<file path="config.mk">
export PLATFORM = sky130hd
export DESIGN_NAME = ps2_key_decoder
export DESIGN_NICKNAME = d
export VERILOG_FILES = /design/src/rtl/ps2_pkg.sv /design/src/rtl/ps2_event_fifo.sv /design/src/rtl/ps2_key_decoder.sv
export SDC_FILE = /design/constraint.sdc
export NUM_CORES = 1
export LEC_CHECK = 0
export ABC_AREA = 1
export BUFFER_PORTS_ARGS = -buffer_cell sky130_fd_sc_hd__buf_4
export CAP_MARGIN = 20
export CORE_ASPECT_RATIO = 1.4
export CORE_MARGIN = 3
export CORE_UTILIZATION = 41
export DETAILED_ROUTE_END_ITERATION = 10
export GPL_ROUTABILITY_DRIVEN = 0
export SYNTH_ARGS = -nofsm -noshare
export SYNTH_HDL_FRONTEND = slang
export SYNTH_SLANG_ARGS = --single-unit
</file>
<file path="constraint.sdc">
create_clock -name clk -period 4.5 [get_ports clk]
set_input_delay 0.9 -clock clk [delete_from_list [all_inputs] [get_ports clk]]
set_output_delay 0.9 -clock clk [all_outputs]
set_load 0.05 [all_outputs]
</file>
<file path="src/rtl/ps2_pkg.sv">
// Shared types, event layout, scan-code constants and the ASCII translation
// used by the PS/2 key decoder and its event FIFO.
package ps2_pkg;

    typedef enum logic [1:0] {
        ST_IDLE     = 2'd0,
        ST_GOT_E0   = 2'd1,
        ST_GOT_F0   = 2'd2,
        ST_GOT_E0F0 = 2'd3
    } prefix_state_e;

    localparam int EVT_W     = 24;
    localparam int BRK_BIT   = 23;
    localparam int EXT_BIT   = 22;
    localparam int SHIFT_BIT = 21;
    localparam int CTRL_BIT  = 20;
    localparam int CAPS_BIT  = 19;
    localparam int CODE_LSB  = 8;
    localparam int ASCII_LSB = 0;

    localparam logic [7:0] CODE_E0     = 8'hE0;
    localparam logic [7:0] CODE_F0     = 8'hF0;
    localparam logic [7:0] CODE_LSHIFT = 8'h12;
    localparam logic [7:0] CODE_RSHIFT = 8'h59;
    localparam logic [7:0] CODE_CTRL   = 8'h14;
    localparam logic [7:0] CODE_CAPS   = 8'h58;

    // Keyboard housekeeping bytes (ack, BAT result, echo, resend, error, pause prefix).
    function automatic logic is_ignored(input logic [7:0] code);
        case (code)
            8'h00, 8'hAA, 8'hEE, 8'hFA, 8'hFE, 8'hFF, 8'hE1: return 1'b1;
            default: return 1'b0;
        endcase
    endfunction

    function automatic logic [7:0] scancode_to_ascii(input logic [7:0] code,
                                                     input logic shift,
                                                     input logic caps);
        logic [7:0] lc;
        logic [7:0] res;
        lc  = 8'h00;
        res = 8'h00;
        case (code)
            8'h1C: lc = "a";  8'h32: lc = "b";  8'h21: lc = "c";  8'h23: lc = "d";
            8'h24: lc = "e";  8'h2B: lc = "f";  8'h34: lc = "g";  8'h33: lc = "h";
            8'h43: lc = "i";  8'h3B: lc = "j";  8'h42: lc = "k";  8'h4B: lc = "l";
            8'h3A: lc = "m";  8'h31: lc = "n";  8'h44: lc = "o";  8'h4D: lc = "p";
            8'h15: lc = "q";  8'h2D: lc = "r";  8'h1B: lc = "s";  8'h2C: lc = "t";
            8'h3C: lc = "u";  8'h2A: lc = "v";  8'h1D: lc = "w";  8'h22: lc = "x";
            8'h35: lc = "y";  8'h1A: lc = "z";
            default: lc = 8'h00;
        endcase
        if (lc != 8'h00) begin
            res = (shift ^ caps) ? (lc - 8'h20) : lc;
        end else begin
            case (code)
                8'h16: res = shift ? "!" : "1";
                8'h1E: res = shift ? "@" : "2";
                8'h26: res = shift ? "#" : "3";
                8'h25: res = shift ? "$" : "4";
                8'h2E: res = shift ? "%" : "5";
                8'h36: res = shift ? "^" : "6";
                8'h3D: res = shift ? "&" : "7";
                8'h3E: res = shift ? "*" : "8";
                8'h46: res = shift ? "(" : "9";
                8'h45: res = shift ? ")" : "0";
                8'h29: res = 8'h20;
                8'h5A: res = 8'h0D;
                8'h66: res = 8'h08;
                8'h76: res = 8'h1B;
                default: res = 8'h00;
            endcase
        end
        return res;
    endfunction

endpackage

</file>
<file path="src/rtl/ps2_event_fifo.sv">
// Show-ahead synchronous FIFO; a push while full is accepted only when a pop
// frees a slot in the same cycle.
module ps2_event_fifo #(
    parameter int DEPTH = 8,
    parameter int WIDTH = 24
) (
    input  logic                     clk,
    input  logic                     rst_n,
    input  logic                     push_i,
    input  logic [WIDTH-1:0]         wdata_i,
    input  logic                     pop_i,
    output logic [WIDTH-1:0]         rdata_o,
    output logic [$clog2(DEPTH):0]   count_o,
    output logic                     full_o,
    output logic                     empty_o
);
    localparam int AW = $clog2(DEPTH);
    localparam int CW = AW + 1;
    localparam logic [CW-1:0] FULL_CNT = CW'(DEPTH);

    logic [WIDTH-1:0] mem_q [DEPTH];
    logic [AW-1:0]    wr_ptr_q, wr_ptr_d;
    logic [AW-1:0]    rd_ptr_q, rd_ptr_d;
    logic [CW-1:0]    count_q, count_d;
    logic             do_push, do_pop;

    assign empty_o = (count_q == '0);
    assign full_o  = (count_q == FULL_CNT);
    assign count_o = count_q;
    // Empty FIFO presents zero rather than stale storage.
    assign rdata_o = empty_o ? '0 : mem_q[rd_ptr_q];

    assign do_pop  = pop_i && !empty_o;
    assign do_push = push_i && (!full_o || do_pop);

    always_comb begin
        wr_ptr_d = wr_ptr_q;
        rd_ptr_d = rd_ptr_q;
        count_d  = count_q;
        if (do_push) wr_ptr_d = wr_ptr_q + AW'(1);
        if (do_pop)  rd_ptr_d = rd_ptr_q + AW'(1);
        case ({do_push, do_pop})
            2'b10:   count_d = count_q + CW'(1);
            2'b01:   count_d = count_q - CW'(1);
            default: count_d = count_q;
        endcase
    end

    always_ff @(posedge clk or negedge rst_n) begin
        if (!rst_n) begin
            wr_ptr_q <= '0;
            rd_ptr_q <= '0;
            count_q  <= '0;
        end else begin
            wr_ptr_q <= wr_ptr_d;
            rd_ptr_q <= rd_ptr_d;
            count_q  <= count_d;
        end
    end

    always_ff @(posedge clk) begin
        if (do_push) mem_q[wr_ptr_q] <= wdata_i;
    end

endmodule

</file>
<file path="src/rtl/ps2_key_decoder.sv">
// Turns raw PS/2 set-2 scan-code bytes into key events with modifier flags
// and ASCII, queued in a show-ahead FIFO for the CPU.
module ps2_key_decoder
    import ps2_pkg::*;
#(
    parameter int DEPTH = 8
) (
    input  logic                   clk,
    input  logic                   rst_n,
    input  logic [7:0]             byte_in,
    input  logic                   byte_valid,
    input  logic                   rd_en,
    output logic [EVT_W-1:0]       evt_data,
    output logic                   evt_valid,
    output logic [$clog2(DEPTH):0] count,
    output logic                   overflow,
    output logic                   caps_led
);
    prefix_state_e state_q, state_d;
    logic          fire, brk, ext;
    logic          lshift_q, lshift_d, rshift_q, rshift_d;
    logic          ctrl_q, ctrl_d, caps_q, caps_d, caps_held_q, caps_held_d;
    logic          overflow_q, overflow_d;
    logic          shift;
    logic [EVT_W-1:0] evt_d;
    logic          fifo_full, fifo_empty, dropped, pop_ok;

    assign shift = lshift_q | rshift_q;

    // Prefix FSM: fire marks the byte that completes an event.
    always_comb begin
        state_d = state_q;
        fire    = 1'b0;
        brk     = 1'b0;
        ext     = 1'b0;
        if (byte_valid) begin
            case (state_q)
                ST_IDLE: begin
                    if (byte_in == CODE_E0)      state_d = ST_GOT_E0;
                    else if (byte_in == CODE_F0) state_d = ST_GOT_F0;
                    else if (!is_ignored(byte_in)) fire = 1'b1;
                end
                ST_GOT_E0: begin
                    if (byte_in == CODE_F0) begin
                        state_d = ST_GOT_E0F0;
                    end else begin
                        fire    = 1'b1;
                        ext     = 1'b1;
                        state_d = ST_IDLE;
                    end
                end
                ST_GOT_F0: begin
                    fire    = 1'b1;
                    brk     = 1'b1;
                    state_d = ST_IDLE;
                end
                ST_GOT_E0F0: begin
                    fire    = 1'b1;
                    brk     = 1'b1;
                    ext     = 1'b1;
                    state_d = ST_IDLE;
                end
                default: state_d = ST_IDLE;
            endcase
        end
    end

    // Flags in the event reflect modifier state before this byte is applied.
    always_comb begin
        evt_d            = '0;
        evt_d[BRK_BIT]   = brk;
        evt_d[EXT_BIT]   = ext;
        evt_d[SHIFT_BIT] = shift;
        evt_d[CTRL_BIT]  = ctrl_q;
        evt_d[CAPS_BIT]  = caps_q;
        evt_d[CODE_LSB +: 8] = byte_in;
        if (!brk && !ext) evt_d[ASCII_LSB +: 8] = scancode_to_ascii(byte_in, shift, caps_q);
    end

    always_comb begin
        lshift_d    = lshift_q;
        rshift_d    = rshift_q;
        ctrl_d      = ctrl_q;
        caps_d      = caps_q;
        caps_held_d = caps_held_q;
        if (fire) begin
            if (byte_in == CODE_LSHIFT && !ext) lshift_d = !brk;
            if (byte_in == CODE_RSHIFT && !ext) rshift_d = !brk;
            if (byte_in == CODE_CTRL)           ctrl_d   = !brk;
            if (byte_in == CODE_CAPS && !ext) begin
                if (brk) begin
                    caps_held_d = 1'b0;
                end else if (!caps_held_q) begin
                    caps_d      = !caps_q;
                    caps_held_d = 1'b1;
                end
            end
        end
    end

    assign pop_ok  = rd_en && !fifo_empty;
    assign dropped = fire && fifo_full && !rd_en;

    always_comb begin
        overflow_d = overflow_q;
        if (pop_ok)       overflow_d = 1'b0;
        else if (dropped) overflow_d = 1'b1;
    end

    always_ff @(posedge clk or negedge rst_n) begin
        if (!rst_n) begin
            state_q     <= ST_IDLE;
            lshift_q    <= 1'b0;
            rshift_q    <= 1'b0;
            ctrl_q      <= 1'b0;
            caps_q      <= 1'b0;
            caps_held_q <= 1'b0;
            overflow_q  <= 1'b0;
        end else begin
            state_q     <= state_d;
            lshift_q    <= lshift_d;
            rshift_q    <= rshift_d;
            ctrl_q      <= ctrl_d;
            caps_q      <= caps_d;
            caps_held_q <= caps_held_d;
            overflow_q  <= overflow_d;
        end
    end

    ps2_event_fifo #(
        .DEPTH(DEPTH),
        .WIDTH(EVT_W)
    ) u_fifo (
        .clk     (clk),
        .rst_n   (rst_n),
        .push_i  (fire),
        .wdata_i (evt_d),
        .pop_i   (rd_en),
        .rdata_o (evt_data),
        .count_o (count),
        .full_o  (fifo_full),
        .empty_o (fifo_empty)
    );

    assign evt_valid = !fifo_empty;
    assign overflow  = overflow_q;
    assign caps_led  = caps_q;

endmodule

</file>
Word level (Yosys, flattened, before mapping)
Memory sizes are Yosys's and may differ from the RTL's.
Cells that the tools add are included.
- register bits after elaboration: 18
- memory bits (writable): 168
- memory bits (read-only): 896
- bits of input ports: 12
- output and inout bits: 31
- logic and storage cells: 125
- memories kept: 2
- memories (memory ; words ; width ; read ports ; clocked after Yosys merged registers in ; write ports ; RTL line ; text):
    (no name shown) ; 128 ; 7 ; 1 ; 0 ; 0 ; ps2_pkg.sv:43 ; case (code)
    u_fifo.mem_q ; 8 ; 21 ; 1 ; 0 ; 1 ; ps2_event_fifo.sv:21 ; logic [WIDTH-1:0] mem_q [DEPTH];
- add/sub/neg operators: 5
- equal/unequal tests: 33
- muxes and demuxes: 42
- bitwise operators: 4
- reduce and logical (&&, ||, !) cells: 29
- operator list (cell ; count):
    $pmux 7 s14 ; 1
    $eq 8x8->1 const B ; 8
    $eq 8x6->1 const B ; 7
    $eq 8x7->1 const B ; 7
    $mux 5 ; 8
    $mux 8 ; 5
    $eq 8x5->1 const B ; 4
    $mux 24 ; 1
    $mux 1 ; 18
    $mux 7 ; 2
    $reduce_and 2->1 ; 5
    $logic_and 1x1->1 ; 8
    $logic_not 8->1 ; 1
    $pmux 4 s2 ; 1
    $reduce_bool 8->1 ; 1
    $sub 8x6->8 const B ; 1
    $reduce_or 7->1 ; 1
    $add 3x1->3 const B ; 2
    $eq 2x2->1 const B ; 3
    $logic_not 1->1 ; 6
    $mux 2 ; 3
    $pmux 2 s3 ; 1
    $add 4x1->4 const B ; 1
    $eq 2x1->1 const B ; 2
    other kinds (14) ; 16

Longest topological paths before layout
- depth in word-level cells: 16
- gate-level depth with buffers: 21
- gate-level depth less buffers: 21

Modules after synthesis
Synthesis repeated with hierarchy kept, for this count alone.
- cells, all modules: 990
- area, all modules: 9844.4 um2
- by module, submodules not included (module ; instances ; cells an instance ; area an instance (um2) ; seq. area each (um2)):
    ps2_event_fifo ; 1 ; 675 ; 8210.4 ; 6015.8
    ps2_key_decoder ; 1 ; 315 ; 1634.1 ; 200.2

Worst setup path before layout
No wires, ideal clock.
- kind: register to output
- start: register u_fifo.count_q[2], in the netlist u_fifo.count_o[2]
- end: output evt_data[12]
- arrival time: 2.696 ns
- required time: 3.600 ns
- path slack: 0.904 ns
- cell stages (with the launch flop): 8
- buffers on the path: 1
- path through: dfrtp_1 inv_1 nand2_1 nor2_1 inv_1 clkbuf_1 o21ai_0 a31oi_1
- cells in the longest elaborated chain, start to end: 2
- RTL lines (what ; RTL line ; text):
    start: declaration ; ps2_event_fifo.sv:24 ; logic [CW-1:0] count_q, count_d;
    start signal: assignment ; ps2_event_fifo.sv:57 ; count_q <= count_d;
    $logic_not 4->1 ; ps2_event_fifo.sv:27 ; assign empty_o = (count_q == '0);
    $mux 24 ; ps2_event_fifo.sv:31 ; assign rdata_o = empty_o ? '0 : mem_q[rd_ptr_q];
    end: declaration ; ps2_key_decoder.sv:13 ; output logic [EVT_W-1:0] evt_data,
No other way between the ends.

Worst setup path after layout
- start: register u_fifo.rd_ptr_q[0]
- end: output evt_data[11]
- cells in the longest elaborated chain, start to end: 2
- RTL lines (what ; RTL line ; text):
    start: declaration ; ps2_event_fifo.sv:23 ; logic [AW-1:0] rd_ptr_q, rd_ptr_d;
    start signal: assignment ; ps2_event_fifo.sv:56 ; rd_ptr_q <= rd_ptr_d;
    $mem_v2 8x21 ; - ;
    $mux 24 ; ps2_event_fifo.sv:31 ;
No other way between the ends.

==> run metrics <==
Area Overhead vs Synth 13.85%; WL/cell 18.33 um; flops & latches, synth 186; Flop pwr share 0.345; critical path class register to output port; setup_tns 0 ps; RSZ-0062 raised after global routing false; Worst setup SP type register; vias in the first global route 6,047; clock slew at reported path FFs 80 ps; clk buf depth 2; GR Layer Usage met1 0.2453; first-pass GRT wire length 33,690 um; Post-Syn Area per Cell 10.11 sq um; largest net degree at the start of global routing 87; FF-to-FF setup slack 1850 ps; number of iterations in the first detailed-routing pass 5; P_int 3.750 mW; Slew headroom 0.3253; VDD IR max 0.3982 mV; initial antenna violation count 0; post-CTS setup buffers 0; fraction of registers with async set/reset 0.09677; minimum clock period 3622 ps; outcome completed; Post-DP Area 9315 sq um; All-Layer GR Usage 0.1904; final hold vios 0; area of the core 20,630 sq um; post-CTS resize count 0; part of the Yosys area used for sequential elements 0.6329; Sw Ratio 0.4407; die footprint 22,980 sq um; Die Y 178.2 um; starting density of the core 0.4207; Worst Max-Slew Pin Slew 1011 ps; most common cell after layout, fill and taps aside nor2_1; die width 129.0 um; total power 6.704 mW; Antenna Nets Post-Route 0; Root Driver clkbuf_16; most frequent cells in the layout 171 x nor2_1, 168 x edfxtp_1, 124 x o21ai_0; critical path capture point type output port; post-route core utilization 0.4790; Ports 43; Min Hold Slack 320.5 ps; worst-skew pair later-pin latency 430 ps; CTS tree yes; number of placement rows 62; clock sinks 186; post-synth cell types 38; layout cells sized above 1 0.1374; number of CTS-inserted buffers 17; Iteration-0 DRC Markers 578; # diodes 0; worst clock skew 14.28 ps; most used cell, CP buf_4; total gr overflow 0; Synth Flop Type edfxtp_1; post-route cell area 9884 sq um; max cap viols 0; CP max FO 86; power per cell area 678.3 nW/um^2; vias per cell 5.429; Post-Syn Area 8682 sq um; crit path DAT 2720 ps; Switch Pwr 2.955 mW; final slew viol count 0; WP data required 3600 ps; met3 Track Usage GR 0.02846; Leak 3.746 nW; via count 6,330; HP Class input pin to asynchronous set/reset pin; H-tree depth 4; Final Cycle Share 0.8048; crit-path cells buf_4 > o21ai_0 > o22ai_1 > o21ai_1 > a31oi_1 > buf_4; number of I/O port buffers 39; Logic pwr share 0.443; final setup vio count 0; CP max stage cell buf_4; clock power share 0.212; drc violations 0; CTS Hold Buffers Added 0; Synthesis Warnings 0; Max Fclk 0.2761 GHz; met2 track demand over resource 0.3235; final wirelength 21,370 um; worst stage delay on the critical path 690 ps; Post-synth EDFFs 168; hpwl dp 13,640 um; Syn Inst Count 859; GR peak layer met2; fin nets 921
[metal layers]
metal,routed length [um],vias to the layer above,share of wire
met4,642,0,0.030
met2,10760,205,0.50
li1,-,3069,-
met5,0,-,0
met1,9071,3018,0.42
met3,899,38,0.042
[area by class of cell]
cell class	count	area, sq um
tap	256	320.3
timing repair buffer	56	457.9
sequential	186	5497
inverter	54	202.7
clock buffer	19	432.9
multi-input combinational	582	2838
clock inverter	13	136.4
fill	1941	10750
[power by group through the flow]
stage	Combinational [mW]	Sequential [mW]	Clock, mW
CTS	3.01	2.32	1.44
global route	3.23	2.34	1.51
global placement	2.99	2.35	0
floorplan	2.01	2.38	0
finish	2.97	2.32	1.42
detailed placement	3.00	2.35	0
[flip-flops by register name, summed over array words and instances, names as in the netlist]
register         cells
lshift_q             1
u_fifo.mem_q       168
u_fifo.wr_ptr_q      3
caps_led             1
rshift_q             1
caps_held_q          1
u_fifo.rd_ptr_q      3
ctrl_q               1
state_q              2
overflow             1
u_fifo.count_o       4
[synth_stat cells, drive strengths merged (5+ instances only)]
cell / n / area [sq um]
a21oi: 23 / 122.6
a31oi: 21 / 131.4
buf: 7 / 43.79
clkbuf: 32 / 120.1
dfrtp: 18 / 450.4
edfxtp: 168 / 5045
ha: 12 / 150.1
inv: 53 / 198.9
nand2: 122 / 498.0
nand3: 38 / 195.2
nand4: 5 / 31.28
nor2: 186 / 749.5
nor3: 9 / 50.05
o21ai: 127 / 635.6
o22ai: 21 / 131.4
xor2: 6 / 52.55
[metrics by stage]
step / setup WS (ps) / cells
after CTS: 869.2 / 1166
final: 878.4 / 1166
after global routing: 722.1 / 1166
after floorplan: 904.4 / 861
after global placement: 921.3 / 1134
after detailed placement: 925.1 / 1134
[worst max-delay path, delay by kind of cell (launching register included)]
kind / cells / cell delay, ps
AO/OA/AOI/OAI: 4 / 870
buffers and inverters: 2 / 960
flip-flops: 1 / 370
[worst paths after layout]
kind,from,end,depth (start not counted)
worst min register to register,rshift_q$_DFFE_PN0P_,rshift_q$_DFFE_PN0P_,2
worst max register to register,rshift_q$_DFFE_PN0P_,u_fifo.mem_q[1][4]$_DFFE_PP_,7
worst max-delay path,u_fifo.rd_ptr_q[0]$_DFFE_PN0P_,evt_data[11],6
worst min-delay path,rst_n,caps_led$_DFFE_PN0P_,1
min in group clk,rshift_q$_DFFE_PN0P_,rshift_q$_DFFE_PN0P_,2
max in group asynchronous,rst_n,u_fifo.rd_ptr_q[0]$_DFFE_PN0P_,1
[kinds of logic after synthesis]
family          share of synthesized area
compound gates                     0.1229
xor+xnor                         0.006053
fa+ha+maj                         0.01729
buf+inv                           0.04222
flops                              0.6329
other cells                     0.0004319
simple gates                       0.1781
Note: power is estimated with default switching activity, not from simulation.
